**src/rtl/br_resolve_pkg.sv**
```systemverilog
// Shared types and constants for the EX-stage branch resolution unit.
// Holds the branch bus layout, stall vector encodings and the resolver state encodings.
package br_resolve_pkg;

   localparam int BR_WD   = 33;
   localparam int STALL_W = 6;

   localparam logic STOP    = 1'b1;
   localparam logic NO_STOP = 1'b0;

   typedef enum logic {
      BRR_IDLE = 1'b0,
      BRR_HOLD = 1'b1
   } brr_state_e;

   // {e, target}: bit 32 is the enable, bits 31:0 are the address.
   typedef struct packed {
      logic        e;
      logic [31:0] target;
   } br_bus_t;

endpackage

```
**src/rtl/br_resolve_sat_cnt.sv**
```systemverilog
// Saturating event counter, used for the optional branch performance counters.
module sat_cnt #(
   parameter int W = 32
) (
   input  logic         clk,
   input  logic         rst,
   input  logic         inc,
   output logic [W-1:0] cnt
);

   always_ff @(posedge clk or negedge rst) begin
      if (!rst)                    cnt <= '0;
      else if (inc && cnt != '1)   cnt <= cnt + 1'b1;
   end

endmodule

```
**src/rtl/br_resolve.sv**
```systemverilog
// EX-stage branch resolution: checks the carried prediction against the real outcome
// and issues one correction per EX instruction. BR_RESOLVE_PERF_EN adds perf counters.
module br_resolve
   import br_resolve_pkg::*;
#(
   parameter logic [31:0] DS_OFFSET = 32'd8,
   parameter logic [31:0] NB_OFFSET = 32'd4
) (
   input  logic               clk,
   input  logic               rst,
   input  logic [STALL_W-1:0] stall,
   input  logic               flush,
   input  logic               ex_valid,
   input  logic [31:0]        ex_pc,
   input  logic               ex_is_br,
   input  logic               ex_taken,
   input  logic [31:0]        ex_target,
   input  logic [BR_WD-1:0]   bp_to_ex_bus,
   output logic [BR_WD-1:0]   br_bus,
   output logic               br_busy
`ifdef BR_RESOLVE_PERF_EN
   ,
   output logic [31:0]        perf_br_cnt,
   output logic [31:0]        perf_mis_cnt
`endif
);

   brr_state_e  state, state_nxt;
   br_bus_t     bp, br;
   logic        done;
   logic [31:0] hold_tgt;
   logic [31:0] correct_pc;
   logic        resolve, m1, m2, m3, mis, issue;
   logic        pc_stop, ex_stop;
   logic        unused_stall;

   assign bp           = br_bus_t'(bp_to_ex_bus);
   assign pc_stop      = (stall[0] == STOP);
   assign ex_stop      = (stall[3] == STOP);
   assign unused_stall = ^{stall[5:4], stall[2:1]};

   // rst gates resolve so nothing leaks onto br_bus while reset is held.
   assign resolve = rst & ex_valid & ~flush & ~done & (state == BRR_IDLE);

   assign m1    = ex_is_br & ex_taken & (~bp.e | (bp.target != ex_target));
   assign m2    = ex_is_br & ~ex_taken & bp.e;
   assign m3    = ~ex_is_br & bp.e;
   assign mis   = m1 | m2 | m3;
   assign issue = resolve & mis;

   always_comb begin
      correct_pc = ex_target;
      if (m2)      correct_pc = ex_pc + DS_OFFSET;
      else if (m3) correct_pc = ex_pc + NB_OFFSET;
   end

   always_ff @(posedge clk or negedge rst) begin
      if (!rst) state <= BRR_IDLE;
      else      state <= state_nxt;
   end

   always_comb begin
      state_nxt = state;
      case (state)
         BRR_IDLE: if (issue && pc_stop) state_nxt = BRR_HOLD;
         BRR_HOLD: if (!pc_stop)         state_nxt = BRR_IDLE;
         default:                        state_nxt = BRR_IDLE;
      endcase
      if (flush) state_nxt = BRR_IDLE;
   end

   always_comb begin
      br      = '0;
      br_busy = 1'b0;
      if (!flush) begin
         case (state)
            BRR_HOLD: begin
               br      = '{e: 1'b1, target: hold_tgt};
               br_busy = 1'b1;
            end
            default: if (issue) br = '{e: 1'b1, target: correct_pc};
         endcase
      end
   end

   assign br_bus = br;

   // done blocks a stalled EX instruction from redirecting again; an issue wins over the clear.
   always_ff @(posedge clk or negedge rst) begin
      if (!rst)          done <= 1'b0;
      else if (flush)    done <= 1'b0;
      else if (issue)    done <= 1'b1;
      else if (!ex_stop) done <= 1'b0;
   end

   always_ff @(posedge clk or negedge rst) begin
      if (!rst)                  hold_tgt <= '0;
      else if (flush)            hold_tgt <= '0;
      else if (issue && pc_stop) hold_tgt <= correct_pc;
   end

`ifdef BR_RESOLVE_PERF_EN
   sat_cnt #(.W(32)) u_br_cnt (
      .clk (clk),
      .rst (rst),
      .inc (resolve & ex_is_br),
      .cnt (perf_br_cnt)
   );

   sat_cnt #(.W(32)) u_mis_cnt (
      .clk (clk),
      .rst (rst),
      .inc (issue),
      .cnt (perf_mis_cnt)
   );
`endif

endmodule

```
**config.mk**
```make
export PLATFORM = sky130hd
export DESIGN_NAME = br_resolve
export DESIGN_NICKNAME = d
export VERILOG_FILES = /design/src/rtl/br_resolve_pkg.sv /design/src/rtl/br_resolve_sat_cnt.sv /design/src/rtl/br_resolve.sv
export SDC_FILE = /design/constraint.sdc
export NUM_CORES = 1
export LEC_CHECK = 0
export BUFFER_PORTS_ARGS = -buffer_cell sky130_fd_sc_hd__buf_2
export CAP_MARGIN = 20
export CORE_UTILIZATION = 40
export DETAILED_ROUTE_END_ITERATION = 16
export GPL_TIMING_DRIVEN = 0
export PLACE_DENSITY = 0.68
export SETUP_SLACK_MARGIN = 0.5
export SYNTH_ARGS = -nofsm -noshare
export SYNTH_HDL_FRONTEND = slang
export SYNTH_SLANG_ARGS = --single-unit
```
**constraint.sdc**
```tcl
create_clock -name clk -period 6.4 [get_ports clk]
set_input_delay 0.64 -clock clk [delete_from_list [all_inputs] [get_ports clk]]
set_output_delay 0.64 -clock clk [all_outputs]
set_load 0.005 [all_outputs]
```
# == After elaboration in Yosys (flattened, before gate mapping) ==
# Cells that the tools add are included.
# classes
mux,16
reduce_logical,2
bitwise,19
eq_ne,2
n_addsub,2
# op_table
op,n
$mux 32,4
$mux 33,3
$add 32x3->32 const B,1
$add 32x4->32 const B,1
$ne 32x32->1,1
$and 1x1->1,10
$mux 1,8
$not 1->1,6
$ne 3x1->1 const B,1
$or 1x1->1,3
$pmux 1 s2,1
$reduce_bool 2->1,1
$logic_and 1x1->1,1
# totals
out_inout_bits,34
inputBits,109
word_cells,44
register_bits,34

# == Longest topological paths before layout ==
# Gate-level depths: netlist of the first run.
# logic_depth
ltp_word,10
mapped_depth,8

# == Worst setup path before layout of the first run ==
# Ideal clock, no wire load.
# synth_path
path_kind,input -> output
start,input port ex_pc[8]
end,output port br_bus[28]
arrival_ns,2.403
setup_slack_ns,3.357
cell_stages,7
required_ns,5.760
path_buffers,1
path_cell_list,buf_2 > and3_1 > nand3_2 > or4_4 > a221o_1 > and2_4 > o31ai_1
# synth_between
elab_chain_cells,6
elab_cells_between_ends,7
cone_classes,2 x add/sub; 5 x mux
# synth_rtl
element,line,source
from (decl),br_resolve.sv:14,"input logic [31:0] ex_pc,"
$add 32x3->32,br_resolve.sv:54,else if (m3) correct_pc = ex_pc + NB_OFFSET;
$mux 32,br_resolve.sv:54,
$mux 32 (*),br_resolve.sv:53,if (m2) correct_pc = ex_pc + DS_OFFSET;
$mux 33 (*),br_resolve.sv:81,"default: if (issue) br = '{e: 1'b1, target: correct_pc};"
$mux 33 (*),br_resolve.sv:76,case (state)
$mux 33 (*),br_resolve.sv:75,if (!flush) begin
to (decl),br_resolve.sv:19,"output logic [BR_WD-1:0] br_bus,"
# Every way passes the cells marked *; elsewhere a longest branch is shown, timed or not.

# == Worst setup path in the final report of the first run ==
# layout_path
start,input port ex_target[7]
end,output port br_bus[17]
# layout_between
elab_chain_cells,9
# layout_rtl
element,line,source
from (decl),br_resolve.sv:17,"input logic [31:0] ex_target,"
$ne 32x32->1,br_resolve.sv:45,assign m1 = ex_is_br & ex_taken & (~bp.e | (bp.target != ex_target));
$or 1x1->1,br_resolve.sv:45,
$and 1x1->1,br_resolve.sv:45,
$or 1x1->1 (2 in a row),br_resolve.sv:48,assign mis = m1 | m2 | m3;
$and 1x1->1,br_resolve.sv:49,assign issue = resolve & mis;
$mux 33,br_resolve.sv:81,
$mux 33,br_resolve.sv:76,
$mux 33,br_resolve.sv:75,
# No other way between the ends.

==> reports/qor.txt, run 1 <==
CTS Sinks = 34
Clock root buffer = clkbuf_8
Die Footprint = 9410 um^2
Clock buffer depth = 2
Total Nets Final = 740
IO Port Bufs = 135
Minimum clock period = 3.79 ns
1st-pass router iterations = 5
Die Y-Extent = 97.0 um
Setup bufs post-CTS = 0
Post-synth EDFFs = 0
I/O Pins = 143
Ys async rst share = 100%
CP Class = input port to primary output
Cells after synthesis = 487
Clk_skew = 0.00214 ns
Tcrit/Tclk final = 59.2%
Layout area overhead = 24.6%
Chip width = 97.0 um
Final setup viols = 0
Hold Crit Class = input port to async pin
Number of distinct library cells after synthesis = 62
Largest net degree at the start of global routing = 36
Cell Chain, Critical Path = buf_2 > xnor2_1 > nand4_1 > or4_1 > nor3_4 > nand2b_1 > buf_2 > clkbuf_2 > o21ai_0 > buf_2
Worst VDD drop = 67.6 uV
Tot Pwr = 0.567 mW
Outcome = completed
DP Worst Slack = 2.68 ns
Arrival time at the worst endpoint = 3.15 ns
DR WL/cell = 19.0 um
Met3 Wirelength = 1.30 mm
Ratio of cells with drive above 1 in the final layout = 27.5%
Sequential area share after synthesis = 23.6%
Largest area contributor in the netlist = dfrtp_1
Synth Cell Area = 3610 um^2
Syn Area/Cell = 7.41 um^2
Least-Margin Pin Slew = 0.804 ns
CTS tree = done
Post-CTS Resized = 0
Row count = 34
Vias in the first global route = 4,158
CP dominant cell by count = buf_2
DP Cell Count = 730
Top sig layer = met4
Slew HR = 45.9%
Metal1 wirelength = 5.71 mm
Grt ovf = 0
Final Max Slew Viols = 0
Hold WS = 0.442 ns
DRC violations left = 0
Slowest Stage Delay on Critical Path = 0.59 ns
Setup crit end kind = primary output
Routed via count = 4,514
Gpl congestion = 0.983
Initial antenna violation count = 0
First-pass GRT wire length = 22.2 mm
P_leak = 1.97 nW
Htree depth = 2
Data required, critical path = 5.76 ns
CTS clk-pin slew, worst paths = 0.07 ns
Synth area leaders = dfrtp_1 (24%), o21ai_0 (11%), nor2b_1 (6.1%), xor2_1 (5.6%), nand2_1 (5.3%)
Antenna viol nets, final = 0
Yosys warning count = 0
Vias per cell = 6.12
Worst skew pair latency = 0.28 ns
Ant diodes = 0
Final Hold Fails = 0
CP startpoint kind = input port
Worst Path Max Fanout = 10
Top cell type's share of synthesized area = 23.6%
Routed WL = 14.0 mm
Hold buffers post-CTS = 0
Setup TNS = 0 ns
Met2 routed WL = 6.55 mm
Post-route setup slack = 2.61 ns
Cell at the slowest stage of the critical path = or4_1
Clock buffer count from CTS = 5
Max frequency = 264 MHz
HPWL after DPL = 11.2 mm
Effective utilization at floorplan = 41.4%
DRT iter0 DRCs = 294
Dominant synthesized flop cell = dfrtp_1
GR Util All Layers = 29.6%
Max-Cap Viols = 0
Pwr Density = 126 nW/um^2
Synth Net Count = 598
Finished Layout Cells = 737
Core area = 8720 um^2
Seq cells post-synth = 34
RSZ-0062 raised after global routing = false
==> flip-flops by register name (all words and copies together) (netlist names) <==
| register | cells |
|---|---|
| hold_tgt | 32 |
| state | 1 |
| done | 1 |
==> placed cells by master, fill, tap and decap left out, types with 5 or more instances in the layout <==
cell type and instances:
buf_2 139, o31ai_1 8, and3_1 5, clkbuf_1 31
dfrtp_1 34, nand2_1 51, a31oi_1 9, a22o_1 12
o221ai_1 8, nor2b_1 35, clkbuf_8 5, nor3_1 12
o21ai_0 81, nand4_1 16, nor2_1 20, xnor2_1 20
xor2_1 23, mux2_2 8, a21oi_1 12, nand3_1 18
nor4_1 11
==> final cells by class <==
type	instances	area, um^2
Clock buffer	7	76.3
Tap cell	108	135
Multi-Input combinational cell	411	2580
Buffer	39	169
Timing Repair Buffer	135	676
Sequential cell	34	851
Fill cell	899	4220
Inverter	3	11.3
==> Yosys cell counts (2+ instances only) <==
library cell,n
dfrtp_1,34
xnor2_1,20
xor2_1,23
nor4_1,11
clkbuf_2,2
a31oi_1,9
o31ai_1,8
or3_1,3
buf_2,4
and3_2,3
or2_2,2
a311oi_1,2
nand3_2,2
nand2_1,51
o21ai_0,81
o221ai_1,8
o22ai_1,4
clkbuf_1,29
and4_1,4
nor2_1,20
buf_4,2
a22oi_1,2
a22o_1,12
ha_1,2
a221o_1,2
nand2b_1,4
o21ai_1,3
a311o_1,2
nor3_1,12
nor2b_1,35
nand3_1,18
a21oi_1,12
mux2_2,8
nand4_1,16
and3_1,5
or4_1,3
inv_1,3
mux2i_1,2
==> per-stage QoR <==
stage | util, % | area [um^2]
floorplan | - | 3610
global placement | 50.7 | 4420
detailed placement | 50.7 | 4420
CTS | 51.6 | 4500
global route | 51.6 | 4500
finish | 51.6 | 4500
==> power breakdown <==
part	leakage (nW)	total (mW)	switching [mW]	internal [mW]
sequential	0.471	0.224	0.00279	0.221
clock	0.0383	0.150	0.0753	0.0749
combinational	1.46	0.194	0.119	0.0747
total	1.97	0.567	0.197	0.370
==> cells by family after synthesis <==
kind of cell,count (synthesis),share of synthesized area [%]
XOR/XNOR,43,10.4
multiplexers,10,3.05
AO/OA/AOI/OAI,154,26.1
adder cells (fa/ha/maj),2,0.693
flip-flops,34,23.6
buffers and inverters,42,4.99
AND/OR/NAND/NOR,202,31.2
==> worst paths after layout <==
check | slack (ns) | to | cells past startpoint | start
worst max register to register | 4.22 | hold_tgt[2]$_DFFE_PN0P_ | 8 | done$_DFFE_PN0P_
max in group asynchronous | 5.44 | state$_DFF_PN0_ | 1 | rst
min in group clk | 0.54 | done$_DFFE_PN0P_ | 2 | done$_DFFE_PN0P_
worst min-delay path | 0.44 | hold_tgt[23]$_DFFE_PN0P_ | 1 | rst
worst min register to register | 0.54 | done$_DFFE_PN0P_ | 2 | done$_DFFE_PN0P_
worst max-delay path | 2.61 | br_bus[17] | 10 | ex_target[7]
==> routing by layer <==
layer	up-vias	track usage, %
li1	2084	-
met1	2135	41.0
met2	262	47.2
met3	33	3.18
met4	0	11.6
met5	-	0
==> critical path: cells and delay by family <==
family                 cells  cell delay [ns]
AND/OR/NAND/NOR            4             1.31
AO/OA/AOI/OAI              1             0.16
buffers and inverters      4             0.72
XOR/XNOR                   1             0.31
No activity file was read; power rests on OpenSTA's default activity.
==> run 2: changes to the inputs <==
==> constraint.sdc (replaced) <==
create_clock -name clk -period 3.66 [get_ports clk]
set_input_delay 0.366 -clock clk [delete_from_list [all_inputs] [get_ports clk]]
set_output_delay 0.366 -clock clk [all_outputs]
set_load 0.005 [all_outputs]
==> run 2 against run 1 <==
Sequential share of layout area fell by 0.099 points. Largest power group unchanged. Clock skew barely moved. Global-route usage did not move. Hold slack got worse by 0.27 ns. First-iteration DRC count rose by 3.4%. Register-to-register slack got worse by 2.8 ns. Total power rose by 76%. Critical path type unchanged.
==> reports/qor.txt, run 2 (synthesis results as in run 1) <==
Outcome = completed
CTS tree = done
Final Max Slew Viols = 0
Routed via count = 4,477
Hold Crit Class = input port to async pin
Registers with the most flip-flops = hold_tgt (32), done (1), state (1)
Data required, critical path = 3.29 ns
Clock buffer count from CTS = 5
Register-to-register setup slack = 1.47 ns
GR Util All Layers = 29.6%
Final Hold Fails = 0
Gpl congestion = 0.983
Clock buffer depth = 2
Placed instance area = 4420 um^2
Worst Path Max Fanout = 10
Reg-to-Reg Start = done$_DFFE_PN0P_
Htree depth = 2
DRC violations left = 0
I/O Pins = 143
Row count = 34
Fin area = 4520 um^2
Die Footprint = 9410 um^2
Max-Cap Viols = 0
P_leak = 1.98 nW
Tcrit/Tclk final = 85.2%
Tot Pwr = 0.996 mW
Max FFs per register = 32
CTS Sinks = 34
DRT iter0 DRCs = 304
Largest net degree at the start of global routing = 36
Clock root buffer = clkbuf_8
Worst skew pair latency = 0.29 ns
Antenna viol nets, final = 0
Core Util, Final = 51.9%
Die Y-Extent = 97.0 um
Setup crit end kind = primary output
RSZ-0062 raised after global routing = true
Crit Reg-Reg Endpoint = hold_tgt[2]$_DFFE_PN0P_
Clk_skew = 0.00172 ns
Layout area overhead = 25.2%
Core area = 8720 um^2
Max frequency = 321 MHz
Final setup viols = 0
Most frequent cells in the layout = buf_2 (139), o21ai_0 (81), nand2_1 (51)
IO Port Bufs = 135
Slew HR = 45.9%
Initial antenna violation count = 0
Largest Register = hold_tgt
1st-pass router iterations = 5
Grt ovf = 0
Pwr Density = 220 nW/um^2
Setup TNS = 0 ns
Total Nets Final = 742
Hold WS = 0.169 ns
CP startpoint kind = input port
CP Class = input port to primary output
Effective utilization at floorplan = 41.4%
Least-Margin Pin Slew = 0.812 ns
CTS clk-pin slew, worst paths = 0.07 ns
Routed WL = 14.1 mm
HPWL after DPL = 11.2 mm
Most common cell after layout, fill and taps aside = buf_2
Vias per cell = 6.06
Arrival time at the worst endpoint = 2.75 ns
Chip width = 97.0 um
Worst VDD drop = 119 uV
Vias in the first global route = 4,161
First-pass GRT wire length = 22.2 mm
Ratio of cells with drive above 1 in the final layout = 28.2%
Minimum clock period = 3.12 ns
DR WL/cell = 19.1 um
Reg2reg path depth = 8
Ant diodes = 0
==> run 2: final cells by class <==
type / instances / area [um^2]
sequential: 34 / 851
multi-input combinational: 411 / 2590
inverter: 3 / 11.3
fill: 895 / 4200
tap: 108 / 135
clock buffer: 7 / 76.3
timing repair buffer: 137 / 691
buffer: 39 / 171
==> run 2: report_power, final <==
part	internal, mW	total, mW	leakage (nW)	switching [mW]
Combinational	0.131	0.340	1.48	0.209
Sequential	0.386	0.391	0.471	0.00486
Clock	0.131	0.265	0.0383	0.134
==> run 2: worst max-delay path by stage <==
stage | startpoint | to | slack [ns] | cells past startpoint
after global placement | ex_target[7] | br_bus[30] | 0.49 | 10
after floorplan | ex_pc[8] | br_bus[28] | 1.17 | 7
after CTS | ex_target[7] | br_bus[17] | 0.53 | 10
final | ex_target[7] | br_bus[14] | 0.54 | 10
after detailed placement | ex_target[7] | br_bus[17] | 0.49 | 10
after global routing | ex_target[7] | br_bus[14] | 0.50 | 10
==> run 2: per-stage QoR <==
stage,setup slack (ns),instances
after floorplan,1.17,487
after global routing,0.498,739
after CTS,0.528,737
final,0.542,739
after detailed placement,0.492,730
after global placement,0.489,730
==> run 2: critical path, cell delays in order <==
cell and delay, ns:
buf_2 0.12, xnor2_1 0.31, nand4_1 0.18, or4_1 0.59, nor3_4 0.28, nand2b_1 0.14, buf_2 0.19, clkbuf_2 0.25
o21ai_0 0.16, buf_2 0.15
==> run 2: timing repair <==
action,4_1_cts,5_1_grt
setup buffers,0,2
setup endpoints to repair,5,21
cloned,0,0
hold buffers,0,0
pin swaps,1,1
resized for setup,0,5
==> run 2: metal layers <==
layer	part of all wire [%]	GRT usage [%]	up-vias
met1	42	41.0	2119
li1	-	-	2093
met5	0	0	-
met3	7.6	3.18	32
met4	3.5	11.6	0
met2	47	47.2	233
==> run 3: changes to the inputs <==
--- a/config.mk
+++ b/config.mk
@@ -7,11 +7,13 @@
 export LEC_CHECK = 0
 export BUFFER_PORTS_ARGS = -buffer_cell sky130_fd_sc_hd__buf_2
 export CAP_MARGIN = 20
+export CORE_ASPECT_RATIO = 0.8
 export CORE_UTILIZATION = 40
 export DETAILED_ROUTE_END_ITERATION = 16
 export GPL_TIMING_DRIVEN = 0
 export PLACE_DENSITY = 0.68
 export SETUP_SLACK_MARGIN = 0.5
+export SLEW_MARGIN = 0
 export SYNTH_ARGS = -nofsm -noshare
 export SYNTH_HDL_FRONTEND = slang
 export SYNTH_SLANG_ARGS = --single-unit
==> run 3 against run 2 <==
Die area about the same. Clock skew is 0.0012 ns higher. Total power rose by 17%. Clock power grew 61%. Critical endpoint is now br_bus[22]. Highest routed layer unchanged.
==> reports/qor.txt, run 3 (synthesis results as in run 1) <==
DR WL/cell = 20.4 um
Vias in the first global route = 4,178
Clock buffer count from CTS = 5
CTS tree = done
IO Port Bufs = 135
Layout area overhead = 27.6%
Registers with the most flip-flops = hold_tgt (32), done (1), state (1)
Ratio of cells with drive above 1 in the final layout = 28.8%
Vias per cell = 6.02
Reg2reg path depth = 8
Core area = 8630 um^2
Switching share of total power = 32.5%
Post-route setup slack = 0.642 ns
Routed via count = 4,482
Worst Path Max Fanout = 9
Logic pwr share = 29.8%
DRC violations left = 0
I/O Pins = 143
RSZ-0062 raised after global routing = false
CP dominant cell by count = buf_2
Clk_skew = 0.00295 ns
Gpl congestion = 0.936
Hold Crit Class = input port to async pin
CTS clk-pin slew, worst paths = 0.05 ns
Fin area = 4610 um^2
Pwr Density = 253 nW/um^2
Clock buffer depth = 2
Worst skew pair latency = 0.28 ns
DRT iter0 DRCs = 427
CP startpoint kind = input port
Minimum clock period = 3.02 ns
Row count = 30
DP Worst Slack = 0.521 ns
Max frequency = 331 MHz
Max FFs per register = 32
Clock root buffer = clkbuf_16
Setup crit end kind = primary output
Max-Cap Viols = 0
Final Hold Fails = 0
Routed WL = 15.2 mm
Top delay family on crit path = simple AND/OR/NAND/NOR gates
Slowest Stage Delay on Critical Path = 0.46 ns
Arrival time at the worst endpoint = 2.65 ns
CTS Sinks = 34
Clock network power share = 36.6%
Grt ovf = 0
First-pass GRT wire length = 22.9 mm
Data required, critical path = 3.29 ns
1st-pass router iterations = 5
Antenna viol nets, final = 0
Crit path buf inv count = 3
Power Internal = 0.787 mW
Worst VDD drop = 165 uV
Least-Margin Pin Slew = 0.791 ns
Largest Register = hold_tgt
P_leak = 2.03 nW
Die Y-Extent = 87.0 um
CP Class = input port to primary output
Cell at the slowest stage of the critical path = or4_1
Tcrit/Tclk final = 82.4%
Initial antenna violation count = 0
Final Max Slew Viols = 0
Seq pwr share = 33.6%
Effective utilization at floorplan = 41.8%
Placed instance area = 4430 um^2
GR Util All Layers = 33.0%
Setup TNS = 0 ns
Ant diodes = 0
Most common cell after layout, fill and taps aside = buf_2
Die Footprint = 9410 um^2
Sw Pwr = 0.379 mW
Total Nets Final = 743
Final setup viols = 0
Chip width = 108 um
Cell Chain, Critical Path = buf_2 > ha_1 > nand4_1 > or4_1 > clkbuf_1 > or3_1 > nand3_1 > o221ai_1 > o21ai_0 > buf_2
Slew HR = 47.2%
Largest net degree at the start of global routing = 36
Most frequent cells in the layout = buf_2 (139), o21ai_0 (81), nand2_1 (51)
Outcome = completed
HPWL after DPL = 12.1 mm
Htree depth = 2
Cell count along the critical path = 10
-- run 3: routing by layer --
layer | global-route usage (%) | up-vias | part of all wire, %
met4 | 8.47 | 0 | 2.1
met5 | 0 | - | 0
met2 | 47.9 | 272 | 42
met3 | 10.1 | 28 | 12
met1 | 47.0 | 2093 | 44
li1 | - | 2089 | -
-- run 3: cell type report --
| class | instances | area, um^2 |
|---|---|---|
| Clock inverter | 1 | 5.00 |
| Multi-Input combinational cell | 411 | 2590 |
| Tap cell | 112 | 140 |
| Timing Repair Buffer | 138 | 696 |
| Sequential cell | 34 | 851 |
| Inverter | 3 | 11.3 |
| Clock buffer | 7 | 143 |
| Fill cell | 882 | 4030 |
| Buffer | 39 | 171 |
-- run 3: power groups by stage --
stage	Combinational, mW	Sequential [mW]	Clock, mW
2_1_floorplan	0.164	0.396	0
3_5_place_dp	0.338	0.398	0
3_3_place_gp	0.335	0.397	0
6_report	0.348	0.391	0.427
4_1_cts	0.340	0.391	0.431
5_1_grt	0.373	0.392	0.447
-- run 3: final timing paths --
| path | start | to | slack [ns] |
|---|---|---|---|
| min in group clk | stall[3] | done$_DFFE_PN0P_ | 0.34 |
| worst max-delay path | ex_pc[2] | br_bus[22] | 0.64 |
| worst min-delay path | rst | hold_tgt[3]$_DFFE_PN0P_ | 0.17 |
| worst min register to register | done$_DFFE_PN0P_ | done$_DFFE_PN0P_ | 0.53 |
| max in group asynchronous | rst | done$_DFFE_PN0P_ | 2.99 |
| worst max register to register | done$_DFFE_PN0P_ | hold_tgt[11]$_DFFE_PN0P_ | 1.55 |
-- run 3: what timing repair did --
| action | CTS | global route |
|---|---|---|
| resized for setup | 0 | 6 |
| hold buffers | 0 | 0 |
| setup endpoints to repair | 0 | 22 |
| setup buffers | 0 | 2 |
-- run 3: metrics by stage --
| stage | utilization, % | instances | hold WS (ns) | total power [mW] |
|---|---|---|---|---|
| 6_report | 53.4 | 745 | 0.170 | 1.17 |
| 2_1_floorplan | - | 487 | 0.0704 | 0.561 |
| 5_1_grt | 53.4 | 745 | 0.243 | 1.21 |
| 3_5_place_dp | 51.3 | 734 | 0.491 | 0.735 |
| 4_1_cts | 53.0 | 742 | 0.196 | 1.16 |
| 3_3_place_gp | 51.3 | 734 | 0.498 | 0.732 |
